--- config.mk ---
export PLATFORM = sky130hd
export DESIGN_NAME = addsub_pipe
export DESIGN_NICKNAME = d
export VERILOG_FILES = /design/src/rtl/addsub_pipe.sv
export SDC_FILE = /design/constraint.sdc
export NUM_CORES = 1
export LEC_CHECK = 0
export BUFFER_PORTS_ARGS = -buffer_cell sky130_fd_sc_hd__buf_2
export CAP_MARGIN = 15
export CORE_ASPECT_RATIO = 1.25
export CORE_MARGIN = 5
export CORE_UTILIZATION = 54
export DETAILED_ROUTE_END_ITERATION = 6
export GPL_TIMING_DRIVEN = 0
export PLACE_DENSITY = 0.79
export SLEW_MARGIN = 20
export SYNTH_ARGS = -nofsm -noshare
export SYNTH_HDL_FRONTEND = slang
export SYNTH_SLANG_ARGS = --single-unit
--- constraint.sdc ---
create_clock -name clk -period 3 [get_ports clk]
set_input_delay 0.3 -clock clk [delete_from_list [all_inputs] [get_ports clk]]
set_output_delay 0.3 -clock clk [all_outputs]
set_load 0.005 [all_outputs]
--- src/rtl/addsub_pipe.sv ---
// rtl/addsub_pipe.sv - pipelined add/subtract unit with valid/ready handshake; optional counters under ADDSUB_STATS_EN
module addsub_pipe #(
  parameter int WIDTH  = 32,
  parameter int STAGES = 2,
  parameter int SIGNED = 1
) (
  input  logic             clk,
  input  logic             rst,
  input  logic             in_valid,
  output logic             in_ready,
  input  logic [WIDTH-1:0] in_a,
  input  logic [WIDTH-1:0] in_b,
  input  logic             in_op,
  input  logic             in_sat,
  output logic             out_valid,
  input  logic             out_ready,
  output logic [WIDTH-1:0] out_result,
  output logic             out_carry,
  output logic             out_ovf,
  output logic             out_zero,
  output logic             out_neg
`ifdef ADDSUB_STATS_EN
  ,
  input  logic             stat_clr,
  output logic [31:0]      stat_ops,
  output logic [31:0]      stat_ovf
`endif
);

  localparam int MSB = WIDTH - 1;

  // flag bundle layout: {carry, ovf, zero, neg}
  logic [STAGES-1:0] vld;
  logic [WIDTH-1:0]  res_q [STAGES];
  logic [3:0]        flg_q [STAGES];

  logic             adv;
  logic [WIDTH-1:0] b_eff;
  logic [WIDTH:0]   sum;
  logic             carry;
  logic             ovf;
  logic [WIDTH-1:0] res;
  logic             zero;
  logic             neg;

  // Global stall: every stage moves together or holds together
  assign adv      = out_ready | ~out_valid;
  assign in_ready = adv;

  // Stage-1 arithmetic on WIDTH+1 bits, overflow detect and optional clamp
  always_comb begin
    b_eff = in_op ? ~in_b : in_b;
    sum   = {1'b0, in_a} + {1'b0, b_eff} + {{WIDTH{1'b0}}, in_op};
    carry = sum[WIDTH];
    if (SIGNED != 0) begin
      ovf = (in_a[MSB] == b_eff[MSB]) & (sum[MSB] != in_a[MSB]);
    end else begin
      ovf = in_op ? ~carry : carry;
    end
    res = sum[WIDTH-1:0];
    if (in_sat && ovf) begin
      if (SIGNED != 0) begin
        res = in_a[MSB] ? {1'b1, {(WIDTH-1){1'b0}}} : {1'b0, {(WIDTH-1){1'b1}}};
      end else begin
        res = in_op ? {WIDTH{1'b0}} : {WIDTH{1'b1}};
      end
    end
    zero = (res == '0);
    neg  = res[MSB];
  end

  // Pipeline registers: load stage 1 from the arithmetic, shift the rest on advance
  always_ff @(posedge clk or posedge rst) begin
    if (rst) begin
      vld <= '0;
      for (int i = 0; i < STAGES; i++) begin
        res_q[i] <= '0;
        flg_q[i] <= '0;
      end
    end else if (adv) begin
      vld[0]   <= in_valid;
      res_q[0] <= res;
      flg_q[0] <= {carry, ovf, zero, neg};
      for (int i = 1; i < STAGES; i++) begin
        vld[i]   <= vld[i-1];
        res_q[i] <= res_q[i-1];
        flg_q[i] <= flg_q[i-1];
      end
    end
  end

  assign out_valid  = vld[STAGES-1];
  assign out_result = res_q[STAGES-1];
  assign out_carry  = flg_q[STAGES-1][3];
  assign out_ovf    = flg_q[STAGES-1][2];
  assign out_zero   = flg_q[STAGES-1][1];
  assign out_neg    = flg_q[STAGES-1][0];

`ifdef ADDSUB_STATS_EN
  logic out_xfer;
  assign out_xfer = out_valid & out_ready;

  // Transfer counters; clear has priority over counting
  always_ff @(posedge clk or posedge rst) begin
    if (rst) begin
      stat_ops <= '0;
      stat_ovf <= '0;
    end else if (stat_clr) begin
      stat_ops <= '0;
      stat_ovf <= '0;
    end else if (out_xfer) begin
      stat_ops <= stat_ops + 32'd1;
      if (out_ovf) begin
        stat_ovf <= stat_ovf + 32'd1;
      end
    end
  end
`endif

endmodule

* After elaboration in Yosys (flattened, before gate mapping)
Index checks and enable logic that the tools add are counted.
** Operators by class
- Bitwise operators :: 4
- Reduce and logical (&&, ||, !) cells :: 2
- Eq/ne operators :: 2
- Add/sub/neg operators :: 2
- Muxes and demuxes :: 3
** Operators with widths (number)
- 32-bit two-way mux :: 3
- 32-bit by 32-bit adder with 33-bit output :: 1
- 33-bit by 1-bit adder with 33-bit output :: 1
- 32-bit zero test :: 1
- 32-bit inverter :: 1
- 1-bit bitwise AND :: 1
- 1-bit equality test :: 1
- 1-bit logical AND :: 1
- 1-bit inequality test :: 1
- 1-bit inverter :: 1
- 1-bit OR :: 1
** Storage, ports and cells
- Output and inout bits :: 38
- Word-level logic and storage cells :: 18
- Bits of input ports :: 70
- Register bits after elaboration :: 74

* Longest topological paths before layout
Gate-level depths: netlist (run 1).
- Word-level depth :: 9
- Mapped depth :: 16
- Gate-level depth less buffers :: 13

* Worst setup path before layout (run 1)
No wires, ideal clock.
- Path kind :: input to register
- Start :: input in_op
- End :: register flg_q[5] (netlist bit)
- Library setup time :: 0.092 ns
- Setup slack :: -0.952 ns
- Required time :: 2.908 ns
- Arrival :: 3.860 ns
- Stages on the path :: 16
- Path through :: clkbuf_1 buf_1 xor2_1 ha_1 buf_6 a21oi_4 nor2_1 o41ai_4 a2111oi_4 o31ai_4 or3_1 buf_4 nand2_1 or4_1 o21a_1 o31ai_2
** On the way
- Cells in the longest elaborated chain, start to end :: 8
- Elaborated cells on any way between the ends :: 9
** RTL lines
- start, declared :: line 13 : input logic in_op,
- 32-bit two-way mux :: line 52 : b_eff = in_op ? ~in_b : in_b;
- 32-bit by 32-bit adder with 33-bit output :: line 53 : sum = {1'b0, in_a} + {1'b0, b_eff} + {{WIDTH{1'b0}}, in_op};
- 33-bit by 1-bit adder with 33-bit output :: line 53
- 1-bit inequality test :: line 56 : ovf = (in_a[MSB] == b_eff[MSB]) & (sum[MSB] != in_a[MSB]);
- 1-bit bitwise AND :: line 56
- 1-bit logical AND :: line 61 : if (in_sat && ovf) begin
- 32-bit two-way mux * :: line 61
- 32-bit zero test * :: line 68 : zero = (res == '0);
- end signal, assigned by index :: line 87 : flg_q[i] <= flg_q[i-1];
- end, declared :: line 35 : logic [3:0] flg_q [STAGES];
Every way passes the cells marked *; elsewhere a longest branch is shown, timed or not.
A chain may end at the register's enable or synchronous reset.

* Worst setup path after layout (run 1)
Same ends and word-level chain as after synthesis.

==> results of run 1 <==
[sequential cells by signal, indices dropped and copies added, names as in the netlist]
| register | cells |
|---|---|
| flg_q | 4 |
| vld | 2 |
| out_zero | 1 |
| out_result | 31 |
| res_q | 31 |
| out_neg | 1 |
| out_carry | 1 |
| out_ovf | 1 |
[cells by family (layout without fill, tap and decap cells)]
family | after synthesis | after routing
xor gates and xnor gates | 57 | 57
AOI/OAI and AO/OA | 168 | 168
muxes | 3 | 3
DFF | 72 | 72
and+or+nand+nor | 252 | 252
adders and majority gates | 33 | 33
buffers and inverters | 74 | 251
[layout make-up]
class,instances,area [um2]
inverter,12,50.0
tap,126,158
fill,651,2110
clock inverter,3,15.0
buffer,58,468
timing repair buffer,165,1100
clock buffer,13,270
sequential,72,1800
multi-input combinational,513,3730
[power groups by stage]
stage | sequential, mW | combinational [mW] | clock [mW]
floorplan | 1.42 | 1.27 | 0
detailed placement | 1.47 | 1.75 | 0
global route | 1.50 | 2.50 | 1.06
finish | 1.46 | 2.31 | 1.01
CTS | 1.46 | 1.98 | 1.01
global placement | 1.46 | 1.71 | 0
[cells in the final DEF, fill, tap and decap left out, types with 3 or more instances in the layout]
cell       instances
clkinv_2           3
a21oi_2           26
a21oi_1           27
nand2b_1           5
o21ai_1           23
nor2_1            42
and3_1             4
o31a_1             5
o211ai_1           8
ha_2               6
ha_1              20
clkbuf_8           4
xor2_1            39
nand4_1            8
xnor2_1           11
nand2_1          154
ha_4               6
a31oi_1            5
clkbuf_16         12
buf_6             18
xor2_2             5
buf_2            106
buf_4             71
inv_1              9
a21o_1            15
clkbuf_1          15
dfrtp_1           72
a21oi_4            8
nor2b_1            4
o21a_1            10
nor3_1             9
o21ai_0            6
buf_8              3
[worst max-delay path, stage by stage]
cell and delay, ns:
clkbuf_16 0.15, clkbuf_16 0.16, xor2_1 0.14, ha_1 0.39
nand4_1 0.19, a2111o_1 0.46, o2bb2ai_4 0.15, a2111oi_4 0.38
o31ai_4 0.14, buf_6 0.14, buf_4 0.13, xor2_1 0.15
nand4_1 0.14, nand4bb_4 0.24, o31ai_2 0.23
[stage by stage]
step / area [um2] / setup TNS [ns] / util / setup WS, ns / std cells
floorplan: 5470 / -6.71 / - / -0.350 / 659
global placement: 6160 / -21.06 / 0.634 / -0.854 / 891
detailed placement: 6190 / -23.42 / 0.637 / -0.917 / 892
CTS: 7070 / -1.06 / 0.728 / -0.168 / 942
global route: 7600 / -8.86 / 0.783 / -0.366 / 962
finish: 7600 / -3.97 / 0.783 / -0.275 / 962
[routing by layer]
metal / wire length (um) / up-vias / track usage / share of wire
met3: 1120 / 83 / 0.0407 / 0.065
li1: - / 2589 / - / -
met1: 6350 / 2637 / 0.302 / 0.37
met5: 0 / - / 0 / 0
met2: 8890 / 293 / 0.453 / 0.52
met4: 822 / 0 / 0.102 / 0.048
[worst max-delay path by stage]
stage / startpoint / to / slack [ns] / cells after the start
after floorplan: in_op / flg_q[5]$_DFFE_PP0P_ / -0.35 / 16
after global placement: in_op / res_q[44]$_DFFE_PP0P_ / -0.85 / 14
after detailed placement: in_op / res_q[44]$_DFFE_PP0P_ / -0.92 / 14
after CTS: in_op / flg_q[5]$_DFFE_PP0P_ / -0.17 / 16
after global routing: in_op / flg_q[5]$_DFFE_PP0P_ / -0.37 / 15
final: in_op / flg_q[5]$_DFFE_PP0P_ / -0.28 / 15
[synthesized netlist by cell type (3+ instances only)]
cell      instances  area, um2
a21boi_1          3       22.5
a21o_1           15        113
a21oi_1          60        300
a31oi_1           7       43.8
and3_1            4       25.0
buf_1             5       18.8
buf_4            33        248
clkbuf_1         23       86.3
dfrtp_1          72       1800
ha_1             32        400
inv_1            11       41.3
nand2_1         156        586
nand2b_1          5       31.3
nand3_1           4       20.0
nand4_1           8       50.1
nor2_1           45        169
nor2b_1           6       37.5
nor3_1           11       55.1
nor4_1            3       18.8
o211ai_1          8       60.1
o21a_1           10       75.1
o21ai_0          12       60.1
o21ai_1          18       90.1
o31a_1            5       43.8
o31ai_1           3       22.5
xnor2_1          12        105
xor2_1           45        394
[timing repair]
action / 4_1_cts / 5_1_grt
gates cloned: 1 / 2
setup endpoints to repair: 32 / 35
endpoints found under the hold margin: 21 / 0
setup buffers: 35 / 19
pin swaps: 41 / 47
resized for setup: 59 / 80
hold buffers: 1 / 0
==> flow_summary.ini, run 1 <==
[logic_synthesis]
ys_types = 62
postSynthAreaPerCell_um2 = 8.17
synth_enable_flop_cells = 0
yosysWarnings = 0
synth_simple_gate_area_share = 0.200
synth.cell_area_um2 = 5390
postSynthNetCount = 762
share_of_synthesized_registers_carrying_an_async_set_or_reset = 1.00
synth_sequential_area_ratio = 0.334
synth_fa_ha_area_frac = 0.0780
main_combinational_cell_family_by_area_after_synthesis = compound AO/OA/AOI/OAI gates
ys_seq_elements = 72
muxShareOfSynthArea = 0.00790
synth_xor_area_frac = 0.0927
synth-compound-area-share = 0.210
synthCells = 659
ys.flop_type = dfrtp_1

[drt]
postRouteAntennaNets = 0
avgViaCountPerCell = 5.82
vias = 5602
postRouteWirelength_um = 17200
drt_iter0_drc = 363
wl_per_cell_um = 17.9
drt_drc_violations_left = 0
dr.pass1.iters = 5

[grt]
grt_start_max_net_pins = 52
first_global_vias = 5246
number_of_antenna_violations_at_the_first_check_in_global_routing = 0
grt-ovfl-total = 0
wire_length_of_the_first_global_routing_pass_um = 24800
grt_resource_usage_total = 0.253

[floorplan]
dieArea_um2 = 12100
die_w_um = 99.3
rows = 40
boundaryPins = 108
initial_utilization = 0.555
dieHeight_um = 122
core_um2 = 9710

[status]
run_status = complete, but fails checks
failed_checks = setup timing

[clock_network]
worstSkewPairLatency_ns = 0.33
clk_root_buffer_cell = clkbuf_16
clock_sinks = 72
cts_tree = yes
numCtsBuffers = 9
max-clock-path-buffers = 2
h-tree-depth = 3
worst_setup_hold_path_clk_slew_ns = 0.05

[worst_setup_path]
crit_type = primary input to flop
regToRegStartpoint = vld[1]$_DFFE_PP0P_
r2r_cells = 10
required_ns = 3.24
worstSetupEndpointType = flop
worstPathMaxFanout = 7
ff2ff_setup_slack_ns = 0.36
crit_arrival_ns = 3.51
worstReg2RegEnd = flg_q[5]$_DFFE_PP0P_
critical_path.startpoint_type = primary input

[power]
comb_power_share = 0.484
cell_area_power_density_nw_per_um2 = 630
switching_share = 0.367
clkPwrFrac = 0.210
seq_power_share = 0.306
intPower_mw = 3.03
power_leakage_nw = 3.65
worst_case_vdd_ir_drop_mv = 0.353
netSwitchingPower_mw = 1.76
power_mw = 4.78

[sta]
finalClockSkew_ns = 0.00723
final-max-slew-violation-count = 0
holdWs_ns = 0.173
timing_worst_slew_pin_value_ns = 0.569
period_share = 1.09
finalCriticalPeriod_ns = 3.28
rsz0062_at_grt = true
final.setup.worst_slack_ns = -0.275
hold_violations = 0
max_freq_mhz = 305
timing.slew.headroom = 0.618
finalSetupViolCount = 30

[job]
max-cap-violations = 0

[layout]
layout_cell_share_with_drive_strength_beyond_1 = 0.372
layout.nets = 934
synthToLayoutAreaGrowth_pct = 41.1
number_of_antenna_cells_inserted = 0

[placed_design]
detailed_place_hpwl_um = 10900
numPortBuffers = 106
globalplace.congestion = 0.863

[worst_hold_path]
timing.hold.worst.class = primary input to flop
holdPathStages = 3
beginning_of_the_worst_hold_path = in_valid
hold_end = vld[0]$_DFFE_PP0P_
Note: power is estimated with default switching activity, not from simulation.
==> run 2, diff against run 1 <==
--- a/config.mk
+++ b/config.mk
@@ -5,14 +5,15 @@
 export SDC_FILE = /design/constraint.sdc
 export NUM_CORES = 1
 export LEC_CHECK = 0
-export BUFFER_PORTS_ARGS = -buffer_cell sky130_fd_sc_hd__buf_2
 export CAP_MARGIN = 15
 export CORE_ASPECT_RATIO = 1.25
 export CORE_MARGIN = 5
 export CORE_UTILIZATION = 54
 export DETAILED_ROUTE_END_ITERATION = 6
+export DONT_BUFFER_PORTS = 1
 export GPL_TIMING_DRIVEN = 0
-export PLACE_DENSITY = 0.79
+export MAX_ROUTING_LAYER = met4
+export PLACE_DENSITY = 0.69
 export SLEW_MARGIN = 20
 export SYNTH_ARGS = -nofsm -noshare
 export SYNTH_HDL_FRONTEND = slang
==> flow_summary.ini, run 2 (same netlist as run 1, synthesis figures left out) <==
[layout]
fill_cells = 736
layout.cells.most_common_list = 151 x nand2_1, 77 x buf_4, 72 x dfrtp_1, 42 x nor2_1, 35 x xor2_1
layout.nets = 827
number_of_antenna_cells_inserted = 0
final_common_cell = nand2_1
layout_cell_share_with_drive_strength_beyond_1 = 0.292
final_design_area_no_fill_um2 = 7120
synthToLayoutAreaGrowth_pct = 32.1
core_util_final = 0.733

[drt]
vias = 4934
drt_drc_violations_left = 0
postRouteAntennaNets = 0
postRouteWirelength_um = 15200
dr.pass1.iters = 4
avgViaCountPerCell = 5.77
wl_per_cell_um = 17.8
drt_iter0_drc = 199

[worst_hold_path]
timing.hold.worst.class = primary input to flop
beginning_of_the_worst_hold_path = in_valid
hold_end = vld[0]$_DFFE_PP0P_
holdPathStages = 2

[sta]
period_share = 1.07
hold_violations = 0
finalCriticalPeriod_ns = 3.20
rsz0062_at_grt = true
max_freq_mhz = 312
finalClockSkew_ns = 0.00458
timing_worst_slew_pin_value_ns = 0.667
finalSetupTns_ns = -1.97
finalSetupViolCount = 23
final.setup.worst_slack_ns = -0.204
timing.slew.headroom = 0.556
final-max-slew-violation-count = 0
holdWs_ns = 0.0873

[grt]
wire_length_of_the_first_global_routing_pass_um = 23000
grt_resource_usage_total = 0.242
grt_start_max_net_pins = 52
number_of_antenna_violations_at_the_first_check_in_global_routing = 0
first_global_vias = 4997
grt-ovfl-total = 0

[worst_setup_path]
crit_path_top_delay_cell = or4_4
worstPathMaxFanout = 8
worstSetupEndpointType = flop
worst_path_largest_cell_delay_ns = 0.49
critPathBufInv = 3
critical_path.startpoint_type = primary input
r2r_cells = 10
cp_common_cell = xor2_2
crit_type = primary input to flop
cp_cell_sequence = clkbuf_16 -> buf_12 -> xor2_2 -> ha_1 -> buf_8 -> a21o_1 -> nand2_2 -> a31o_4 -> o211ai_1 -> nand2_1 -> o31ai_4 -> xor2_2 -> or4_4 -> o21a_1 -> o31ai_2
timing.critical_path.from = in_op
cpLargestDelayFamily = compound AO/OA/AOI/OAI gates
crit_arrival_ns = 3.45
regToRegStartpoint = vld[1]$_DFFE_PP0P_
required_ns = 3.25
worstReg2RegEnd = flg_q[5]$_DFFE_PP0P_
ff2ff_setup_slack_ns = 0.39

[placed_design]
post_dp_cell_area_um2 = 5660
dp_slack_ns = -1.00
numPortBuffers = 0
globalplace.congestion = 0.915
detailed_place_hpwl_um = 10600

[floorplan]
core_um2 = 9710
boundaryPins = 108
dieArea_um2 = 12100
rows = 40
initial_utilization = 0.555
die_w_um = 99.3
dieHeight_um = 122

[clock_network]
clk_root_buffer_cell = clkbuf_16
clock_sinks = 72
cts_tree = yes
worst_setup_hold_path_clk_slew_ns = 0.06
max-clock-path-buffers = 2
worstSkewPairLatency_ns = 0.33
h-tree-depth = 3
numCtsBuffers = 9

[job]
max-cap-violations = 0

[power]
cell_area_power_density_nw_per_um2 = 653
power_leakage_nw = 3.21
worst_case_vdd_ir_drop_mv = 0.363

[status]
run_status = complete, but fails checks
failed_checks = setup timing
==> run 2: cell type report <==
cell class / instances / area [um2] / area share
multi-input cells: 514 / 3790 / 0.532
flip-flops and latches: 72 / 1800 / 0.253
repair buffers: 61 / 584 / 0.0821
plain buffers: 54 / 410 / 0.0577
clock buffers: 9 / 225 / 0.0316
well taps: 126 / 158 / 0.0221
clock inverters: 7 / 96.3 / 0.0135
inverters: 12 / 52.6 / 0.00738
==> run 2: where the power goes <==
part | internal, mW | switching (mW) | total (mW)
Sequential | 1.28 | 0.179 | 1.46
Clock | 0.727 | 0.405 | 1.13
Combinational | 0.982 | 1.07 | 2.06
Total | 2.99 | 1.66 | 4.65
==> run 2: through the flow <==
step	std cells	power [mW]
global placement	785	3.00
global route	855	4.93
floorplan	659	2.69
finish	855	4.65
detailed placement	786	3.04
CTS	835	4.39
==> run 2: per-layer routing <==
| layer | wire [um] | track usage | vias to the layer above |
|---|---|---|---|
| li1 | - | - | 2368 |
| met1 | 6190 | 0.277 | 2350 |
| met2 | 7710 | 0.414 | 165 |
| met3 | 729 | 0.0367 | 51 |
| met4 | 600 | 0.119 | 0 |
| met5 | 0 | - | - |
==> run 2: how the worst max path moves through the flow <==
stage	end	cells past startpoint
after global placement	res_q[44]$_DFFE_PP0P_	14
final	flg_q[5]$_DFFE_PP0P_	15
after detailed placement	res_q[44]$_DFFE_PP0P_	14
after global routing	flg_q[5]$_DFFE_PP0P_	15
after CTS	flg_q[5]$_DFFE_PP0P_	14
after floorplan	flg_q[5]$_DFFE_PP0P_	16
==> run 2: what timing repair did <==
item,in CTS,in global routing
cloned,2,2
endpoints found under the setup margin,32,34
endpoints found under the hold margin,21,0
hold buffers,1,0
buffers inserted,33,28
pin swaps,32,62
resized for setup,56,85
==> run 2: worst register-to-register path, delay by kind of cell, from the launching register on <==
kind	cells	cell delay (ns)
AO/OA/AOI/OAI	3	0.51
buffers and inverters	1	0.30
AND/OR/NAND/NOR	6	1.33
flip-flops	1	0.38
==> run 3, diff against run 2 <==
--- a/config.mk
+++ b/config.mk
@@ -5,7 +5,6 @@
 export SDC_FILE = /design/constraint.sdc
 export NUM_CORES = 1
 export LEC_CHECK = 0
-export CAP_MARGIN = 15
 export CORE_ASPECT_RATIO = 1.25
 export CORE_MARGIN = 5
 export CORE_UTILIZATION = 54
@@ -14,6 +13,7 @@
 export GPL_TIMING_DRIVEN = 0
 export MAX_ROUTING_LAYER = met4
 export PLACE_DENSITY = 0.69
+export REMOVE_ABC_BUFFERS = 1
 export SLEW_MARGIN = 20
 export SYNTH_ARGS = -nofsm -noshare
 export SYNTH_HDL_FRONTEND = slang
==> flow_summary.ini, run 3 (same netlist as run 1, synthesis figures left out) <==
[sta]
finalCriticalPeriod_ns = 2.97
timing_worst_slew_pin_value_ns = 0.807
max_freq_mhz = 337
period_share = 0.990
finalClockSkew_ns = 0.00531
finalSetupViolCount = 0
rsz0062_at_grt = true
finalSetupTns_ns = 0
final-max-slew-violation-count = 0
hold_violations = 0
timing.slew.headroom = 0.461

[layout]
final_design_area_no_fill_um2 = 5980
synthToLayoutAreaGrowth_pct = 11.0
core_util_final = 0.616
layout.nets = 737
finish.cell_count_without_fillers = 765
layout.cells.most_common_list = 154 x nand2_1, 72 x dfrtp_1, 54 x a21oi_1, 44 x nor2_1, 43 x xor2_1
layout_cell_share_with_drive_strength_beyond_1 = 0.133
final_common_cell = nand2_1
number_of_antenna_cells_inserted = 0

[drt]
drt_drc_violations_left = 0
avgViaCountPerCell = 5.76
postRouteWirelength_um = 12600
drt_iter0_drc = 187
wl_per_cell_um = 16.5
dr.pass1.iters = 4
postRouteAntennaNets = 0
vias = 4407

[floorplan]
die_w_um = 99.3
core_um2 = 9710
dieArea_um2 = 12100
rows = 40
dieHeight_um = 122
initial_utilization = 0.555
boundaryPins = 108

[clock_network]
h-tree-depth = 3
clock_sinks = 72
cts_tree = yes
worstSkewPairLatency_ns = 0.33
numCtsBuffers = 9
clk_root_buffer_cell = clkbuf_16
max-clock-path-buffers = 2
worst_setup_hold_path_clk_slew_ns = 0.06

[power]
comb_power_share = 0.365
worst_case_vdd_ir_drop_mv = 0.321
power_mw = 3.94
switching_share = 0.358
netSwitchingPower_mw = 1.41
intPower_mw = 2.53
power_leakage_nw = 2.73
cell_area_power_density_nw_per_um2 = 660
clkPwrFrac = 0.253
seq_power_share = 0.381

[placed_design]
numPlacedInstances = 727
globalplace.congestion = 0.843
numPortBuffers = 0
post_dp_cell_area_um2 = 5270
detailed_place_hpwl_um = 9130

[worst_hold_path]
timing.hold.worst.class = primary input to flop

[grt]
number_of_antenna_violations_at_the_first_check_in_global_routing = 0
wire_length_of_the_first_global_routing_pass_um = 20700
first_global_vias = 4483
grt-ovfl-total = 0
grt_resource_usage_total = 0.213
grt_start_max_net_pins = 43

[job]
max-cap-violations = 0

[worst_setup_path]
worstPathMaxFanout = 32
worstSetupEndpointType = flop
required_ns = 3.24
crit_arrival_ns = 3.21
critical_path.startpoint_type = primary input
crit_type = primary input to flop

[status]
run_status = finished, final reports clean
[run 3: cell count changes in the layout (fill, tap and decap cells not counted), moves of 8 or more]
cell,delta
xor2_1,+8
a21oi_1,+27
a21oi_2,-23
buf_6,-11
xor2_2,-8
clkbuf_1,-12
buf_4,-57
[run 3: per-layer routing]
layer	wire (um)	global-route usage	share of wire	vias to the layer above
met3	680	0.0378	0.054	18
met5	0	-	0	-
met2	6260	0.351	0.50	127
li1	-	-	-	2189
met1	5430	0.264	0.43	2073
met4	227	0.0769	0.018	0
[run 3: final cells by class]
cell class	count	area, um2
Clock buffer	13	270
Clock inverter	3	15.0
Fill cell	866	3730
Inverter	12	47.5
Multi-Input combinational cell	514	3450
Sequential cell	72	1800
Tap cell	126	158
Timing Repair Buffer	25	239
[run 3: critical path: stages]
cell and delay (ns):
xor2_1 0.15, ha_2 0.37, nand2_2 0.09, a2111o_1 0.43, o2bb2ai_4 0.16, a2111oi_4 0.44
o31ai_4 0.15, buf_4 0.17, buf_4 0.13, buf_4 0.13, xor2_2 0.14, nand4_1 0.10
nand4bb_1 0.22, o31ai_2 0.22
[run 3: worst paths after layout]
kind	cells past startpoint	slack (ns)	startpoint	end
setup / recovery	14	0.03	in_op	flg_q[5]$_DFFE_PP0P_
hold / removal	2	0.09	in_valid	vld[0]$_DFFE_PP0P_
setup reg to reg	10	0.41	vld[1]$_DFFE_PP0P_	flg_q[5]$_DFFE_PP0P_
hold reg to reg	2	0.46	vld[0]$_DFFE_PP0P_	vld[0]$_DFFE_PP0P_
max in group asynchronous	3	2.01	rst	out_ovf$_DFFE_PP0P_
min in group asynchronous	2	0.45	rst	res_q[36]$_DFFE_PP0P_
[run 3: through the flow]
step	hold slack, ns	worst slack, ns
after floorplan	0.412	-1.93
after global placement	0.421	-4.25
after detailed placement	0.195	-0.825
after CTS	0.0837	-0.00683
after global routing	0.0971	-0.0860
final	0.0923	0.0289
[run 3: power by group through the flow]
stage	sequential (mW)	clock (mW)	combinational, mW
after floorplan	1.45	0	0.999
final	1.50	1.00	1.44
after global routing	1.55	1.06	1.62
after global placement	1.51	0	1.22
after CTS	1.51	1.01	1.35
after detailed placement	1.53	0	1.26
[run 3: timing repair]
action	CTS	global route
setup buffers	12	8
gates resized for setup	15	31
setup endpoints to repair	32	12
hold endpoints to repair	30	0
gates cloned	1	0
hold buffers	1	0
pin swaps	9	19
